$ cat config.mk
export PLATFORM = sky130hd
export DESIGN_NAME = frame_composer_flat
export DESIGN_NICKNAME = d
export VERILOG_FILES = /design/src/rtl/frogger_pkg.sv /design/src/rtl/frame_composer_if.sv /design/src/rtl/blink_timer.sv /design/src/rtl/frame_composer.sv /design/src/flat_wrapper.sv
export SDC_FILE = /design/constraint.sdc
export NUM_CORES = 1
export LEC_CHECK = 0
export ABC_AREA = 1
export BUFFER_PORTS_ARGS = -buffer_cell sky130_fd_sc_hd__buf_4
export CAP_MARGIN = 0
export CORE_AREA = 2 2 246 248
export CTS_CLUSTER_DIAMETER = 100
export DETAILED_ROUTE_END_ITERATION = 12
export DIE_AREA = 0 0 248 250
export RECOVER_POWER = 50
export SLEW_MARGIN = 40
export SYNTH_ARGS = -nofsm -noshare
export SYNTH_HDL_FRONTEND = slang
export SYNTH_SLANG_ARGS = --single-unit
$ cat constraint.sdc
create_clock -name clk -period 2.3 [get_ports clk]
set_clock_uncertainty 0.15 [all_clocks]
set_input_delay 0.69 -clock clk [delete_from_list [all_inputs] [get_ports clk]]
set_output_delay 0.69 -clock clk [all_outputs]
set_load 0.01 [all_outputs]
$ cat src/rtl/frogger_pkg.sv
// Shared types for the frogger display path: game mode encoding and default lane placement.
package frogger_pkg;

    typedef enum logic [1:0] {
        PLAY = 2'd0,
        DEAD = 2'd1,
        WIN  = 2'd2
    } state_e;

    // Lane 0 sits in the least-significant slot, so lane 0 is drawn on row 2.
    localparam logic [5:0][4:0] DEFAULT_LANE_ROW = {5'd12, 5'd11, 5'd9, 5'd7, 5'd5, 5'd2};

endpackage

$ cat src/rtl/frame_composer_if.sv
// Game-logic to LED-matrix bus: per-frame inputs and the composed red/green planes.
interface frame_composer_if #(
    parameter int ROWS   = 16,
    parameter int COLS   = 16,
    parameter int NLANES = 6
);
    logic                              frame_tick;
    logic                              gameover;
    logic                              win;
    logic [$clog2(ROWS)-1:0]           frog_row;
    logic [$clog2(COLS)-1:0]           frog_col;
    logic [NLANES-1:0][COLS-1:0]       lanes;
    logic [ROWS-1:0][COLS-1:0]         RedPixels;
    logic [ROWS-1:0][COLS-1:0]         GrnPixels;
    logic                              frame_done;
    logic                              collide;
    logic [1:0]                        state;

    modport master (
        output frame_tick, gameover, win, frog_row, frog_col, lanes,
        input  RedPixels, GrnPixels, frame_done, collide, state
    );

    modport slave (
        input  frame_tick, gameover, win, frog_row, frog_col, lanes,
        output RedPixels, GrnPixels, frame_done, collide, state
    );
endinterface

$ cat src/rtl/blink_timer.sv
// Frame-rate blink generator: phase toggles every BLINK_FRAMES ticks, held at "on" (0) while restart.
module blink_timer #(
    parameter int BLINK_FRAMES = 8
) (
    input  logic clk,
    input  logic reset,
    input  logic tick,
    input  logic restart,
    output logic phase
);
    localparam int CW = (BLINK_FRAMES > 1) ? $clog2(BLINK_FRAMES) : 1;

    logic [CW-1:0] cnt;

    always_ff @(posedge clk) begin
        if (reset || restart) begin
            cnt   <= '0;
            phase <= 1'b0;
        end else if (tick) begin
            if (cnt == CW'(BLINK_FRAMES - 1)) begin
                cnt   <= '0;
                phase <= ~phase;
            end else begin
                cnt <= cnt + CW'(1);
            end
        end
    end
endmodule

$ cat src/rtl/frame_composer.sv
// Composes one red/green LED frame per frame_tick from lane occupancy, frog position and game mode.
module frame_composer
    import frogger_pkg::*;
#(
    parameter int                      ROWS         = 16,
    parameter int                      COLS         = 16,
    parameter int                      NLANES       = 6,
    parameter logic [NLANES-1:0][4:0]  LANE_ROW     = DEFAULT_LANE_ROW,
    parameter int                      BLINK_FRAMES = 8
) (
    input  logic             clk,
    input  logic             reset,
    frame_composer_if.slave  bus
);
    typedef logic [COLS-1:0] row_t;

    state_e                    state_q, ns;
    logic [ROWS-1:0][COLS-1:0] lane_red, frog_mask, red_d, grn_d, red_q, grn_q;
    logic                      frog_ok, collide_d, done_q, coll_q, phase, restart;

    always_comb begin
        ns = state_q;
        if (state_q == PLAY) begin
            if (bus.gameover)  ns = DEAD;
            else if (bus.win)  ns = WIN;
        end
    end

    // Keep the timer cleared through PLAY so the entry frame and the following
    // BLINK_FRAMES-1 frames are all drawn in the "on" phase.
    assign restart = (state_q == PLAY) && !(bus.frame_tick && ns != PLAY);

    blink_timer #(.BLINK_FRAMES(BLINK_FRAMES)) u_blink (
        .clk     (clk),
        .reset   (reset),
        .tick    (bus.frame_tick),
        .restart (restart),
        .phase   (phase)
    );

    assign frog_ok = (int'(bus.frog_row) < ROWS) && (int'(bus.frog_col) < COLS);

    always_comb begin
        lane_red  = '0;
        frog_mask = '0;
        for (int r = 0; r < ROWS; r++) begin
            for (int k = 0; k < NLANES; k++)
                if (int'(LANE_ROW[k]) == r) lane_red[r] = lane_red[r] | bus.lanes[k];
            if (frog_ok && int'(bus.frog_row) == r)
                frog_mask[r] = row_t'(1) << bus.frog_col;
        end
    end

    assign collide_d = (ns == PLAY) && |(lane_red & frog_mask);

    always_comb begin
        red_d = lane_red;
        grn_d = '0;
        case (ns)
            PLAY: begin
                red_d = lane_red & ~frog_mask;
                grn_d = frog_mask;
            end
            DEAD: if (!phase) red_d = lane_red | frog_mask;
            WIN: if (!phase) begin
                grn_d    = frog_mask;
                grn_d[0] = '1;
            end
            default: ;
        endcase
    end

    always_ff @(posedge clk) begin
        if (reset) begin
            state_q <= PLAY;
            red_q   <= '0;
            grn_q   <= '0;
            done_q  <= 1'b0;
            coll_q  <= 1'b0;
        end else begin
            done_q <= bus.frame_tick;
            coll_q <= bus.frame_tick && collide_d;
            if (bus.frame_tick) begin
                state_q <= ns;
                red_q   <= red_d;
                grn_q   <= grn_d;
            end
        end
    end

    assign bus.RedPixels  = red_q;
    assign bus.GrnPixels  = grn_q;
    assign bus.frame_done = done_q;
    assign bus.collide    = coll_q;
    assign bus.state      = state_q;
endmodule
$ cat src/flat_wrapper.sv
// flat-port wrapper written by rule: the top's interface ports become plain ports
module frame_composer_flat import frogger_pkg::*;
#(
    parameter int                      ROWS         = 16,
    parameter int                      COLS         = 16,
    parameter int                      NLANES       = 6,
    parameter logic [NLANES-1:0][4:0]  LANE_ROW     = DEFAULT_LANE_ROW,
    parameter int                      BLINK_FRAMES = 8
)
  (clk, reset, bus_frame_tick, bus_gameover, bus_win, bus_frog_row, bus_frog_col, bus_lanes, bus_RedPixels, bus_GrnPixels, bus_frame_done, bus_collide, bus_state);
  frame_composer_if #(.ROWS(ROWS), .COLS(COLS), .NLANES(NLANES)) bus_i ();
  input  logic clk;
  input  logic reset;
  input wire logic [$bits(bus_i.frame_tick)-1:0] bus_frame_tick;
  input wire logic [$bits(bus_i.gameover)-1:0] bus_gameover;
  input wire logic [$bits(bus_i.win)-1:0] bus_win;
  input wire logic [$bits(bus_i.frog_row)-1:0] bus_frog_row;
  input wire logic [$bits(bus_i.frog_col)-1:0] bus_frog_col;
  input wire logic [$bits(bus_i.lanes)-1:0] bus_lanes;
  output wire logic [$bits(bus_i.RedPixels)-1:0] bus_RedPixels;
  output wire logic [$bits(bus_i.GrnPixels)-1:0] bus_GrnPixels;
  output wire logic [$bits(bus_i.frame_done)-1:0] bus_frame_done;
  output wire logic [$bits(bus_i.collide)-1:0] bus_collide;
  output wire logic [$bits(bus_i.state)-1:0] bus_state;
  assign bus_i.frame_tick = bus_frame_tick;
  assign bus_i.gameover = bus_gameover;
  assign bus_i.win = bus_win;
  assign bus_i.frog_row = bus_frog_row;
  assign bus_i.frog_col = bus_frog_col;
  assign bus_i.lanes = bus_lanes;
  assign bus_RedPixels = bus_i.RedPixels;
  assign bus_GrnPixels = bus_i.GrnPixels;
  assign bus_frame_done = bus_i.frame_done;
  assign bus_collide = bus_i.collide;
  assign bus_state = bus_i.state;
  frame_composer #(.ROWS(ROWS), .COLS(COLS), .NLANES(NLANES), .LANE_ROW(LANE_ROW), .BLINK_FRAMES(BLINK_FRAMES)) u_core (.clk(clk), .reset(reset), .bus(bus_i));
endmodule
==> results of run 1 <==
## kinds of logic (layout without fill, tap and decap cells)
family,Yosys count,in the layout,synth area share
AOI/OAI and AO/OA,775,775,0.192
and+or+nand+nor,1444,1444,0.259
other,0,1,0
DFF,520,520,0.484
xor gates and xnor gates,1,1,0.000408
buffers and inverters,347,1134,0.0634
adders and majority gates,2,2,0.00116
## synth_stat cells (12+ instances only)
master | n | area, um2
nor2_1 | 386 | 1450
o221ai_1 | 41 | 359
nand4_1 | 12 | 75.1
nand2_1 | 970 | 3640
inv_1 | 98 | 368
dfxtp_1 | 520 | 10400
nand3_1 | 59 | 295
a21oi_1 | 564 | 2820
buf_2 | 44 | 220
o21ai_0 | 114 | 571
clkbuf_1 | 188 | 706
o22ai_1 | 49 | 307
## state kept, by name (all words and copies together), names as in the netlist
| name | flops |
|---|---|
| u_core.bus.state | 2 |
| u_core.bus.frame_done | 1 |
| u_core.bus.RedPixels | 256 |
| u_core.u_blink.cnt | 3 |
| u_core.u_blink.phase | 1 |
| u_core.bus.GrnPixels | 256 |
| u_core.bus.collide | 1 |
## what timing repair did
item                       in CTS  in global routing
resized for setup               0                  2
setup endpoints to repair       0                131
hold buffers                    0                  0
buffers inserted                0                  1
## routing by layer
metal / vias up / part of all wire / global-route usage
li1: 11600 / - / -
met1: 11200 / 0.41 / 0.395
met2: 1126 / 0.45 / 0.482
met3: 242 / 0.092 / 0.0721
met4: 4 / 0.048 / 0.130
met5: - / 0.00022 / 0
## where the power goes
group / switching, mW / internal [mW]
clock: 3.92 / 5.92
combinational: 1.35 / 0.713
sequential: 0.116 / 9.16
total: 5.39 / 15.8
## cell usage in the layout, fill, tap and decap left out, types with 8 or more instances in the layout
cell       instances
a21oi_1          564
buf_12            48
buf_4            445
bufinv_16          9
clkbuf_1         439
clkbuf_16         55
clkbuf_8          15
dfxtp_1          519
inv_1             96
nand2_1          969
nand3_1           55
nand4_1           12
nor2_1           386
o21ai_0          114
o221ai_1          41
o22ai_1           49
or2_0              8
## how the worst max path moves through the flow
stage / from / end / slack [ns]
2_1_floorplan: bus_gameover / u_core.bus.RedPixels[0] / 0.20
3_3_place_gp: bus_gameover / u_core.bus.GrnPixels[144] / -0.36
3_5_place_dp: bus_gameover / u_core.bus.GrnPixels[144] / -0.31
4_1_cts: u_core.bus.state[1] / u_core.bus.GrnPixels[144] / 0.004
5_1_grt: u_core.bus.state[1] / u_core.bus.GrnPixels[144] / 0.01
6_report: u_core.bus.state[0] / u_core.bus.RedPixels[89] / 0.12
## worst max-delay path: stages (launching register included)
cell	delay (ns)
dfxtp_1	0.37
inv_2	0.06
a31oi_1	0.28
buf_4	0.22
buf_4	0.18
inv_1	0.06
clkbuf_4	0.31
o21ai_0	0.27
a31oi_1	0.12
## area by class of cell
cell class                 instances  share of cell area
sequential                       520               0.353
timing repair buffer             927               0.202
clock buffer                      81              0.0550
antenna                            1           0.0000848
inverter                         105              0.0139
tap                              782              0.0331
clock inverter                    21              0.0131
multi-input combinational       2222               0.330
## per-stage QoR
| stage | setup WS, ns | std cells |
|---|---|---|
| floorplan | 0.198 | 3089 |
| detailed placement | -0.313 | 4555 |
| global placement | -0.355 | 4555 |
| finish | 0.120 | 4659 |
| global route | 0.0110 | 4659 |
| CTS | 0.00368 | 4657 |
==> flow_metrics.tcl, run 1 <==
set metrics [dict create \
    place_area_mm2 0.0291 \
    crit_type "flip-flop to flip-flop" \
    vias_per_cell 5.19 \
    p_leak_nw 10.9 \
    syn_inst 3089 \
    min_to "u_core.bus.RedPixels[156]" \
    cts.path.max_buffers 3 \
    cp.arrival_ns 2.52 \
    crit_fanout 27 \
    maxSlewViolCount 0 \
    dr.pass1.iters 7 \
    die_h_um 250 \
    clk_root_buffer_cell "clkbuf_16" \
    grt_overflow_total 0 \
    synthArstFlopShare 0 \
    clk_pin_slew_worst_paths_ns 0.07 \
    drt_iter0_drc 2101 \
    multiInputGateArea_mm2 0.00973 \
    critPathRequiredTime_ns 2.64 \
    r2r_cells 8 \
    hold_ws_ns 0.220 \
    fin_crit_sh 0.948 \
    worstSkewPairLatency_ns 0.62 \
    ys.flop_type "dfxtp_1" \
    cp-start-kind "flip-flop" \
    area_growth_pct 37.4 \
    ys_types 27 \
    slew_headroom 0.192 \
    syn_nets 3200 \
    drive_gt1_frac 0.157 \
    design.core.area_mm2 0.0596 \
    finalNetCount 3942 \
    final-setup-viol-count 0 \
    min_from "bus_lanes[60]" \
    dieArea_mm2 0.0620 \
    power_density_mw_per_mm2 718 \
    drtAntennaViolNets 0 \
    numClockSinks 520 \
    irDropWorstVdd_uv 567 \
    wl_um 98600 \
    fmax_ghz 0.459 \
    syn_area_per_cell_um2 6.96 \
    reg2reg_to "u_core.bus.RedPixels[89]" \
    drc 0 \
    tightest_slew_ns 1.21 \
    ys_warn_count 0 \
    initial_core_util 0.361 \
    synth_edf_count 0 \
    hold_violations 0 \
    r2r_slack_ns 0.12 \
    hold_path_depth 3 \
    cts_tree "built" \
    rows 90 \
    grt_pass1_vias 22500 \
    fin_tns_setup_ns 0 \
    wl_per_cell_um 21.2 \
    rsz0062_at_grt "false" \
    ys_seq_area_frac 0.484 \
    grt_pass1_wl_um 143000 \
    p_total_mw 21.2 \
    io_pins 625 \
    hp-class "input pin to flip-flop" \
    antenna_found_initial 3 \
    hpwlAfterDp_um 71600 \
    final_util 0.496 \
    gp_congestion 0.956 \
    numCtsBuffers 55 \
    status "completed" \
    synthesis.area_mm2 0.0215 \
    grt_usage 0.305 \
    cap_viol_max_count 0 \
    fp.dieW_um 248 \
    layout.area.seq_mm2 0.0104 \
    period_minus_slack_ns 2.18 \
    fillers 6392 \
    portBuffers 624 \
    synth-seq-cells 520 \
    r2r_start "u_core.bus.state[0]" \
    crit_path_end_kind "flip-flop" \
    htreeDepth 2 \
    vias 24200 \
    final_area_mm2 0.0295 \
    grt_max_degree 145 \
]
(Power assumes the default switching activity.)
==> inputs of run 2 (changes only) <==
--- a/config.mk
+++ b/config.mk
@@ -8,10 +8,10 @@
 export ABC_AREA = 1
 export BUFFER_PORTS_ARGS = -buffer_cell sky130_fd_sc_hd__buf_4
 export CAP_MARGIN = 0
-export CORE_AREA = 2 2 246 248
+export CORE_AREA = 2 2 244 246
 export CTS_CLUSTER_DIAMETER = 100
 export DETAILED_ROUTE_END_ITERATION = 12
-export DIE_AREA = 0 0 248 250
+export DIE_AREA = 0 0 246 248
 export RECOVER_POWER = 50
 export SLEW_MARGIN = 40
 export SYNTH_ARGS = -nofsm -noshare
==> constraint.sdc (replaced) <==
create_clock -name clk -period 2.75 [get_ports clk]
set_clock_uncertainty 0.15 [all_clocks]
set_input_delay 0.825 -clock clk [delete_from_list [all_inputs] [get_ports clk]]
set_output_delay 0.825 -clock clk [all_outputs]
set_load 0.01 [all_outputs]
==> flow_metrics.tcl, run 2 (synthesis gave the netlist of run 1 again) <==
set metrics [dict create \
    cp-startpoint "bus_frog_col[3]" \
    numCtsBuffers 56 \
    cts.path.max_buffers 3 \
    critPathRequiredTime_ns 3.13 \
    vias 23800 \
    r2r_start "u_core.bus.state[0]" \
    crit_fanout 11 \
    drtAntennaViolNets 0 \
    cts.repair.resized 0 \
    fin_crit_sh 0.923 \
    hp-class "flip-flop to flip-flop" \
    fp.dieW_um 246 \
    vias_per_cell 5.24 \
    status "completed" \
    layout_commonest_cell "nand2_1" \
    irDropWorstVdd_uv 415 \
    wl_um 96900 \
    highest_layer "met5" \
    hold_ws_ns 0.313 \
    cp-start-kind "input pin" \
    dp.cells 4424 \
    worstSkewPairLatency_ns 0.61 \
    slew_headroom 0.448 \
    antenna_found_initial 6 \
    preCtsSetupSlack_ns -0.275 \
    holdBufCountCts 0 \
    rows 89 \
    die_h_um 248 \
    p_sw_frac 0.262 \
    r2r_slack_ns 0.29 \
    grt_overflow_total 0 \
    drt_iter0_drc 1966 \
    hpwlAfterDp_um 68500 \
    hold_violations 0 \
    min_from "u_core.bus.GrnPixels[146]" \
    finalNonFillerCells 4533 \
    tightest_slew_ns 0.828 \
    final_cell_mix "nand2_1 (968), a21oi_1 (564), dfxtp_1 (519)" \
    clk_root_buffer_cell "clkbuf_16" \
    cp-endpoint "u_core.bus.RedPixels[81]" \
    grt_usage 0.301 \
    crit_path_max_incr_delay_ns 0.65 \
    drive_gt1_frac 0.121 \
    wl_met1_um 39500 \
    cp.arrival_ns 2.92 \
    period_minus_slack_ns 2.54 \
    crit_type "input pin to flip-flop" \
    p_total_mw 16.9 \
    met3WireLength_um 8760 \
    area_growth_pct 30.5 \
    numClockSinks 520 \
    grt_pass1_wl_um 139000 \
    cts_tree "built" \
    wl_per_cell_um 21.4 \
    setup_slack_ns 0.211 \
    grt_pass1_vias 21500 \
    crit_path_end_kind "flip-flop" \
    initial_core_util 0.368 \
    cap_viol_max_count 0 \
    finalNetCount 3821 \
    p_leak_nw 10.0 \
    grt_max_degree 193 \
    htreeDepth 2 \
    maxSlewViolCount 0 \
    switchingPower_mw 4.41 \
    design.core.area_mm2 0.0585 \
    p_int_mw 12.5 \
    p_seq_frac 0.459 \
    fmax_ghz 0.394 \
    clk_pin_slew_worst_paths_ns 0.06 \
    power_density_mw_per_mm2 602 \
    dr.pass1.iters 6 \
    wl_met2_um 44900 \
    io_pins 625 \
    cp_slowest_cell "nand4_1" \
    drc 0 \
    path_buf_inv 4 \
    cts_setup_buffers 0 \
    cp_top_family "simple AND/OR/NAND/NOR gates" \
    dieArea_mm2 0.0610 \
    r2r_cells 8 \
    critical_path_depth 9 \
    reg2reg_to "u_core.bus.RedPixels[125]" \
    final-setup-viol-count 0 \
    portBuffers 624 \
    final_util 0.480 \
    comb_power_share 0.095 \
    crit_chain "buf_4 > inv_1 > nand4_1 > nor2_1 > buf_4 > inv_1 > nor2_1 > o221ai_1 > a21oi_1" \
    gp_congestion 0.900 \
    rsz0062_at_grt "false" \
    p_clk_frac 0.446 \
]
==> run 2: cell count changes in the layout (fill, tap and decap cells not counted), moves of 2 or more <==
| cell | change |
|---|---|
| buf_12 | -22 |
| buf_4 | -118 |
| bufinv_16 | -7 |
| clkbuf_1 | +31 |
| clkbuf_2 | -2 |
| clkbuf_8 | -2 |
| clkinv_2 | +3 |
| clkinv_4 | -2 |
| diode_2 | +3 |
| inv_1 | +2 |
| inv_2 | -3 |
==> run 2: worst min-delay path by stage <==
stage	end	cells after the start	slack [ns]
2_1_floorplan	u_core.u_blink.cnt[2]	2	0.30
3_3_place_gp	u_core.bus.GrnPixels[76]	2	0.30
3_5_place_dp	u_core.bus.RedPixels[168]	2	0.31
4_1_cts	u_core.bus.RedPixels[218]	2	0.30
5_1_grt	u_core.bus.RedPixels[111]	2	0.31
6_report	u_core.bus.GrnPixels[146]	2	0.31
==> run 2: power groups by stage <==
stage | Clock (mW) | Sequential [mW] | Combinational (mW)
after global placement | 0 | 7.91 | 1.67
after CTS | 7.62 | 7.74 | 1.67
final | 7.53 | 7.74 | 1.60
after global routing | 7.91 | 7.75 | 1.70
after floorplan | 0 | 7.94 | 0.732
after detailed placement | 0 | 7.91 | 1.67
==> run 2: layer usage <==
layer / track usage / vias up
met5: 0 / -
met4: 0.118 / 2
met3: 0.0677 / 184
met2: 0.493 / 1086
met1: 0.386 / 11200
li1: - / 11300
==> run 2: layout make-up <==
class	count	area, um2
inverters	105	404
fillers	6429	30400
flip-flops and latches	520	10400
diodes	4	10.0
clock buffers	90	1660
repair buffers	805	4710
multi-input cells	2222	9740
well taps	773	967
clock inverters	14	145
==> run 2: stage by stage <==
stage | instance area (um2) | setup TNS (ns)
after global placement | 27900 | -3.73
after CTS | 29700 | 0
after global routing | 28000 | 0
final | 28000 | 0
after detailed placement | 27900 | -4.01
after floorplan | 21500 | 0
==> run 2: worst min-delay path, cell delays in order (launching register included) <==
cell and delay, ns:
dfxtp_1 0.31, nand2_1 0.06, a21oi_1 0.05
